## config.mk

```make
export PLATFORM = sky130hd
export DESIGN_NAME = ram_stream_reader
export DESIGN_NICKNAME = d
export VERILOG_FILES = /design/src/rtl/ram_stream_reader.sv
export SDC_FILE = /design/constraint.sdc
export NUM_CORES = 1
export LEC_CHECK = 0
export CELL_PAD_IN_SITES_DETAIL_PLACEMENT = 1
export CELL_PAD_IN_SITES_GLOBAL_PLACEMENT = 2
export CORE_ASPECT_RATIO = 0.6
export CORE_MARGIN = 3
export CORE_UTILIZATION = 34
export CTS_CLUSTER_SIZE = 8
export DETAILED_ROUTE_END_ITERATION = 12
export GPL_TIMING_DRIVEN = 0
export PLACE_DENSITY = 0.82
export SETUP_SLACK_MARGIN = 0.1
export SLEW_MARGIN = 20
export SYNTH_ARGS = -nofsm -noshare
export SYNTH_HDL_FRONTEND = slang
export SYNTH_SLANG_ARGS = --single-unit
```

## constraint.sdc

```tcl
create_clock -name clk -period 3.5 [get_ports clk]
set_input_delay 1.05 -clock clk [delete_from_list [all_inputs] [get_ports clk]]
set_output_delay 1.05 -clock clk [all_outputs]
set_load 0.005 [all_outputs]
```

## src/rtl/ram_stream_reader.sv

```systemverilog
// ram_stream_reader: fetches a run of halfwords from a shared RAM
// client port into a small first-word fall-through output FIFO.
module ram_stream_reader #(
  parameter int FIFO_DEPTH = 4
) (
  input  logic        clk,
  input  logic        rst,
  input  logic        cmd_start,
  input  logic [17:0] cmd_adr,
  input  logic [9:0]  cmd_len,
  output logic        busy,
  output logic        done,
  output logic [17:0] m_adr,
  output logic        m_req,
  input  logic        m_ack,
  output logic        m_write,
  output logic [1:0]  m_sel,
  input  logic [15:0] m_rdata,
  output logic [15:0] m_wdata,
  output logic        out_valid,
  input  logic        out_ready,
  output logic [15:0] out_data
);

  localparam int AW = $clog2(FIFO_DEPTH);
  localparam int CW = AW + 1;
  localparam logic [CW-1:0] FULL = CW'(FIFO_DEPTH);

  localparam logic [1:0] S_IDLE   = 2'd0;
  localparam logic [1:0] S_ISSUE  = 2'd1;
  localparam logic [1:0] S_FINISH = 2'd2;

  logic [1:0]    state;
  logic [9:0]    remaining;
  logic [15:0]   mem [FIFO_DEPTH];
  logic [AW-1:0] wr_ptr;
  logic [AW-1:0] rd_ptr;
  logic [CW-1:0] count;
  logic [CW-1:0] count_nxt;
  logic          push;
  logic          pop;

  // write side is a read-only client
  assign m_write = 1'b0;
  assign m_sel   = 2'b11;
  assign m_wdata = 16'h0000;

  // an ack only counts against an outstanding request, which
  // always owns a reserved slot, so push never overflows
  assign push      = m_req & m_ack;
  assign out_valid = (count != '0);
  assign pop       = out_valid & out_ready;
  assign out_data  = mem[rd_ptr];

  // occupancy after this cycle's push/pop
  always_comb begin
    count_nxt = count + CW'(push) - CW'(pop);
  end

  // command sequencing and RAM request handshake
  always_ff @(posedge clk) begin
    if (rst) begin
      state     <= S_IDLE;
      remaining <= '0;
      m_adr     <= '0;
      m_req     <= 1'b0;
      busy      <= 1'b0;
      done      <= 1'b0;
    end else begin
      done <= 1'b0;
      case (state)
        S_IDLE: begin
          if (cmd_start) begin
            m_adr     <= cmd_adr;
            remaining <= cmd_len;
            busy      <= 1'b1;
            if (cmd_len == 10'd0) begin
              state <= S_FINISH;
              done  <= 1'b1;
            end else begin
              state <= S_ISSUE;
            end
          end
        end
        S_ISSUE: begin
          if (m_req) begin
            if (m_ack) begin
              m_adr     <= m_adr + 18'd1;
              remaining <= remaining - 10'd1;
              if (remaining == 10'd1) begin
                m_req <= 1'b0;
                state <= S_FINISH;
                done  <= 1'b1;
              end else begin
                m_req <= (count_nxt < FULL);
              end
            end
          end else if (remaining != 10'd0 && count < FULL) begin
            m_req <= 1'b1;
          end
        end
        S_FINISH: begin
          busy  <= 1'b0;
          state <= S_IDLE;
        end
        default: begin
          state <= S_IDLE;
          m_req <= 1'b0;
          busy  <= 1'b0;
        end
      endcase
    end
  end

  // FIFO pointers and occupancy
  always_ff @(posedge clk) begin
    if (rst) begin
      wr_ptr <= '0;
      rd_ptr <= '0;
      count  <= '0;
    end else begin
      if (push) wr_ptr <= wr_ptr + AW'(1);
      if (pop)  rd_ptr <= rd_ptr + AW'(1);
      count <= count_nxt;
    end
  end

  // FIFO storage; contents need no reset
  always_ff @(posedge clk) begin
    if (push) mem[wr_ptr] <= m_rdata;
  end

endmodule

```

==> results of run 1 <==
## cells by family (layout without fill, tap and decap cells)
| kind of cell | count (synthesis) | count (layout) | share of synthesized area, % |
|---|---|---|---|
| muxes | 17 | 17 | 7.29 |
| AOI/OAI and AO/OA | 95 | 95 | 13.7 |
| and+or+nand+nor | 127 | 127 | 14.0 |
| DFF | 106 | 106 | 54.2 |
| other | 2 | 19 | 0.147 |
| xor gates and xnor gates | 5 | 5 | 0.859 |
| buffers and inverters | 59 | 161 | 6.90 |
| adders and majority gates | 11 | 11 | 2.85 |
## power breakdown
group	switching, mW	total [mW]	internal [mW]
combinational	0.423	0.936	0.514
clock	0.526	1.05	0.522
sequential	0.0872	1.49	1.40
## cell type report
cell class	instances	share of cell area [%]
sequential	106	41.9
multi-input combinational	274	31.3
timing repair buffer	86	13.0
buffer	44	4.61
tap	192	3.64
clock buffer	9	3.41
clock inverter	7	1.31
inverter	15	0.853
## state kept, by name, summed over array words and instances (netlist names), named ones only
| name | flops |
|---|---|
| mem | 64 |
| wr_ptr | 2 |
| busy | 1 |
| rd_ptr | 2 |
| remaining | 10 |
| m_req | 1 |
| state | 2 |
| count | 3 |
| done | 1 |
| m_adr | 18 |
## through the flow
| step | setup TNS (ns) | total power [mW] |
|---|---|---|
| 2_1_floorplan | 0 | 2.00 |
| 5_1_grt | 0 | 3.66 |
| 3_3_place_gp | -0.798 | 2.39 |
| 3_5_place_dp | -0.896 | 2.42 |
| 6_report | 0 | 3.48 |
| 4_1_cts | 0 | 3.49 |
## timing repair
action / in CTS / in global routing
hold endpoints to repair: 0 / 0
gates resized for setup: 5 / 3
endpoints found under the setup margin: 12 / 7
## metal layers
layer / GRT usage (%) / routed length [um]
met2: 27.8 / 6800
met1: 28.6 / 7330
met3: 4.93 / 1050
met5: 0 / 0
met4: 3.70 / 114
## cell usage after synthesis (4+ instances only)
cell type	count
nand2_1	27
o32ai_1	4
buf_4	21
nor3_1	9
edfxtp_1	64
buf_2	11
buf_6	4
nor2_1	22
a21oi_1	23
or3_1	5
o21ai_0	12
inv_1	15
mux4_2	16
o211ai_1	5
nand4_1	8
and2_1	7
nand3_1	11
xnor2_1	4
clkbuf_1	6
and3_1	8
ha_1	10
o21ai_1	10
nor4_1	6
nor2b_1	5
dfxtp_1	42
## worst max path at each step
stage                         endpoint  startpoint  slack, ns
after floorplan                  m_req       m_ack       0.49
after global placement           m_req       m_ack      -0.48
after detailed placement         m_req       m_ack      -0.53
after CTS                 out_data[14]   flip-flop       0.17
after global routing             m_req       m_ack       0.09
final                            m_req       m_ack       0.24
## worst reg2reg max path, stage by stage (launching register included)
cell,delay [ns]
dfxtp_1,0.45
and2_1,0.16
clkbuf_2,0.18
inv_1,0.13
ha_1,0.29
inv_1,0.04
ha_1,0.18
fa_1,0.41
xnor2_2,0.28
xnor2_2,0.11
o2111ai_1,0.22
a21boi_1,0.09
==> impl_metrics.toml, run 1 <==
[outcome]
status = "completed"

[floorplanning]
coreArea_um2 = 14200
dieArea_um2 = 16500
io_pins = 106
start_util_pct = 36.0
fp.dieH_um = 101
std_cell_rows = 33
die_x_um = 164

[cells_and_area]
final_cell_mix = "85 x clkdlybuf4s50_1, 64 x edfxtp_1, 42 x dfxtp_1"
utilization_pct = 46.6
multiInputGateArea_um2 = 2060
final_common_cell = "clkdlybuf4s50_1"
nNetsFinal = 596
fillCellCount = 1524
stdcell_count = 733
layout-drive-gt1-share_pct = 17.7
stdcell_area_um2 = 6600
synthToLayoutAreaGrowth_pct = 29.4
regArea_um2 = 2760
diodes = 0

[setup_path]
crit_cells = 12
rr_endpoint = "m_req"
rr_startpoint = "m_req"
worst-setup-path-type = "in2reg"
cp_cell_sequence = "dlygate4sd2_1, and2_1, clkbuf_2, inv_1, ha_1, inv_1, ha_1, fa_1, xnor2_2, xnor2_2, o2111ai_1, a21boi_1"
worstPathMaxFanout = 7
crit_arrival_ns = 3.50
crit_slowest_cell = "fa_1"
required_ns = 3.74
cp-end-kind = "flip-flop"
cp_num_buf_inv = 4
critical-path-top-delay-family = "adder cells"
r2r_cells = 11
cp-start-kind = "primary input"
cp_slowest_stage_delay_ns = 0.41
reg2reg_slack_ns = 0.84

[yosys]
synth_area_leader_cell = "edfxtp_1"
synth_cells = 422
yosys.area.top_type_share_pct = 37.7
syn_area_per_cell_um2 = 12.1
synthTopCellsByArea = "edfxtp_1 38%, dfxtp_1 16%, mux4_2 7.1%, buf_4 3.1%, ha_1 2.5%"
synthArstFlopShare_pct = 0
synth_area_um2 = 5100
synth.distinct_cells = 73
synth_flop_cell = "edfxtp_1"
synth_enable_flop_cells = 64
seq_area_frac_synth_pct = 54.2
ys_seq_elements = 106
yosys_warnings = 0

[clock_tree]
cts_root_buffer = "clkbuf_16"
cts_hold_buffers = 0
clk_latency_ns = 0.35
tritoncts = "built"
cts_buffer_depth = 2
clk_pin_slew_ns = 0.08
cts_buffers = 9
cts_sinks = 106
postCtsSetupRepairBufs = 0
cts_htree_levels = 3

[sta]
max_freq_mhz = 307
fin_hold_ws_ns = 0.519
rsz0062_at_grt = "yes"
hold_viol = 0
maxSlewHeadroom_pct = 41.1
setup_viol = 0
clock_skew_ns = 0.00663
worst_pin_slew_ns = 0.884
finalCriticalPeriod_ns = 3.26
finalCritPeriodShare_pct = 93.1
drv_slew = 0
fin_ws_ns = 0.241

[pwr]
power_density_nw_per_um2 = 527
cellLeakagePower_nw = 2.30
vdd_drop_max_mv = 0.297

[route]
routedWlPerCell_um = 20.9
num_vias = 3968
postRouteAntennaNets = 0
drt_iter0_drc = 242
viasPerCell = 5.41
route.detailed.drc = 0
dr.pass1.iters = 5
wl_um = 15300

[placed_design]
placed_area_um2 = 6260
place.gp.congestion = 0.856
placement.io_buffers = 86
place_inst = 717
post-dp-hpwl_um = 11200
pre_cts_slack_ns = -0.534

[min_path]
worst_hold_path_type = "reg2reg"
min_from = "remaining[4]"
whs_endpoint = "remaining[4]"
holdPathStages = 2

[global_route]
antenna_found_initial = 0
grt_usage_pct = 19.0
grt_max_degree = 23
grt_overflow = 0
grt_pass1_wl_um = 23900
grt_pass1_vias = 4136

[run]
timing.max_cap.violations = 0
Note: power is estimated with default switching activity, not from simulation.
==> run 2: changes to the inputs <==
--- a/config.mk
+++ b/config.mk
@@ -15,6 +15,7 @@
 export GPL_TIMING_DRIVEN = 0
 export PLACE_DENSITY = 0.82
 export SETUP_SLACK_MARGIN = 0.1
+export SKIP_LAST_GASP = 1
 export SLEW_MARGIN = 20
 export SYNTH_ARGS = -nofsm -noshare
 export SYNTH_HDL_FRONTEND = slang
==> results of run 2 <==
Final layout, timing and power as in run 1 (identical DEF).
==> run 3: changes to the inputs <==
==> constraint.sdc (replaced) <==
create_clock -name clk -period 3.7 [get_ports clk]
set_input_delay 1.11 -clock clk [delete_from_list [all_inputs] [get_ports clk]]
set_output_delay 1.11 -clock clk [all_outputs]
set_load 0.005 [all_outputs]
==> run 3 against run 2 <==
- global-route usage barely moved
- count of clock-buffer cells in the layout stayed put
- sequential power down 5%
- cell count unchanged
- total power is 5.4% lower
- largest power group unchanged
==> impl_metrics.toml, run 3 (same netlist as run 1, synthesis figures left out) <==
[setup_path]
required_ns = 2.59
reg2reg_slack_ns = 1.03
r2r_cells = 11
crit_arrival_ns = 2.27
crit_slowest_cell = "mux4_2"
endpoint = "out_data[13]"
cp_num_buf_inv = 3
cp-start-kind = "flip-flop"
critical-path-top-delay-family = "buffers and inverters"
rr_startpoint = "m_req"
crit_cells = 4
worstPathMaxFanout = 10
cp_slowest_stage_delay_ns = 0.55
cp_cell_sequence = "buf_2, clkbuf_4, mux4_2, clkdlybuf4s50_1"
cp-end-kind = "output port"
worst-setup-path-type = "reg2out"
rr_endpoint = "m_req"

[global_route]
grt_max_degree = 23
grt_pass1_wl_um = 23900
grt_overflow = 0
antenna_found_initial = 0
grt_pass1_vias = 4138
grt_usage_pct = 19.0

[cells_and_area]
layout-drive-gt1-share_pct = 17.7
synthToLayoutAreaGrowth_pct = 29.4
multiInputGateArea_um2 = 2060
stdcell_count = 733
stdcell_area_um2 = 6600
final_cell_mix = "85 x clkdlybuf4s50_1, 64 x edfxtp_1, 42 x dfxtp_1"
nNetsFinal = 596
regArea_um2 = 2760
top_regs = "mem: 64 flops, m_adr: 18 flops, remaining: 10 flops"
final_common_cell = "clkdlybuf4s50_1"
regMostFlops = "mem"
utilization_pct = 46.6
fillCellCount = 1524
diodes = 0
largest_reg_flops = 64

[clock_tree]
cts_buffer_depth = 2
cts_buffers = 9
tritoncts = "built"
clk_latency_ns = 0.35
cts_root_buffer = "clkbuf_16"
cts_htree_levels = 3
clk_pin_slew_ns = 0.08
cts_hold_buffers = 0
cts_sinks = 106

[floorplanning]
io_pins = 106
fp.dieH_um = 101
std_cell_rows = 33
die_x_um = 164
coreArea_um2 = 14200
dieArea_um2 = 16500
start_util_pct = 36.0

[route]
wl_um = 15300
route.detailed.drc = 0
routedWlPerCell_um = 20.9
drt_iter0_drc = 253
num_vias = 3943
postRouteAntennaNets = 0
dr.pass1.iters = 4
viasPerCell = 5.38

[pwr]
vdd_drop_max_mv = 0.282
power_density_nw_per_um2 = 498
cellLeakagePower_nw = 2.31

[placed_design]
place_inst = 717
placed_area_um2 = 6260
placement.io_buffers = 86
post-dp-hpwl_um = 11200
place.gp.congestion = 0.856

[sta]
worst_pin_slew_ns = 0.887
clock_skew_ns = 0.00832
drv_slew = 0
max_freq_mhz = 296
maxSlewHeadroom_pct = 40.9
hold_viol = 0
rsz0062_at_grt = "no"
setup_viol = 0
finalCriticalPeriod_ns = 3.38
tns_ns = 0
finalCritPeriodShare_pct = 91.3

[outcome]
status = "completed"

[run]
timing.max_cap.violations = 0

[min_path]
worst_hold_path_type = "reg2reg"
## run 3: worst min-delay path by stage
stage / start / to / slack, ns / depth (start not counted)
CTS: remaining[4] / remaining[4] / 0.52 / 2
detailed placement: remaining[4] / remaining[4] / 0.50 / 2
finish: remaining[4] / remaining[4] / 0.52 / 2
global placement: remaining[4] / remaining[4] / 0.48 / 2
floorplan: wr_ptr[1] / wr_ptr[1] / 0.47 / 2
global route: remaining[4] / remaining[4] / 0.53 / 2
## run 3: per-layer routing
layer	wire, um	vias up	GRT usage (%)
li1	-	1806	-
met1	7450	1996	28.6
met2	6770	129	27.8
met3	966	12	4.93
met4	138	0	3.70
met5	0	-	0
## run 3: worst min-delay path, cell delays in order, from the launching register on
cell	delay (ns)
dfxtp_1	0.34
o21ai_1	0.08
a21oi_1	0.06
## run 3: repair_timing
action,4_1_cts,5_1_grt
resized for setup,3,3
buffers inserted,0,0
endpoints found under the setup margin,5,3
## run 3: stage by stage
stage	hold WS, ns	setup WS (ns)	power, mW
after floorplan	0.469	0.632	1.89
final	0.522	0.321	3.29
after global placement	0.484	-0.342	2.26
after detailed placement	0.504	-0.394	2.29
after global routing	0.531	0.183	3.46
after CTS	0.516	0.180	3.30
## run 3: final cells by class
cell class | count | area share (%)
buffer | 44 | 4.55
clock buffer | 9 | 3.41
clock inverter | 7 | 1.31
inverter | 15 | 0.853
multi-input combinational | 274 | 31.3
sequential | 106 | 41.9
tap | 192 | 3.64
timing repair buffer | 86 | 13.1
## run 3: power breakdown
| part | switching, mW | leakage (nW) | internal (mW) |
|---|---|---|---|
| Combinational | 0.398 | 1.23 | 0.482 |
| Sequential | 0.0837 | 0.922 | 1.33 |
| Clock | 0.500 | 0.154 | 0.494 |
| Total | 0.982 | 2.31 | 2.30 |
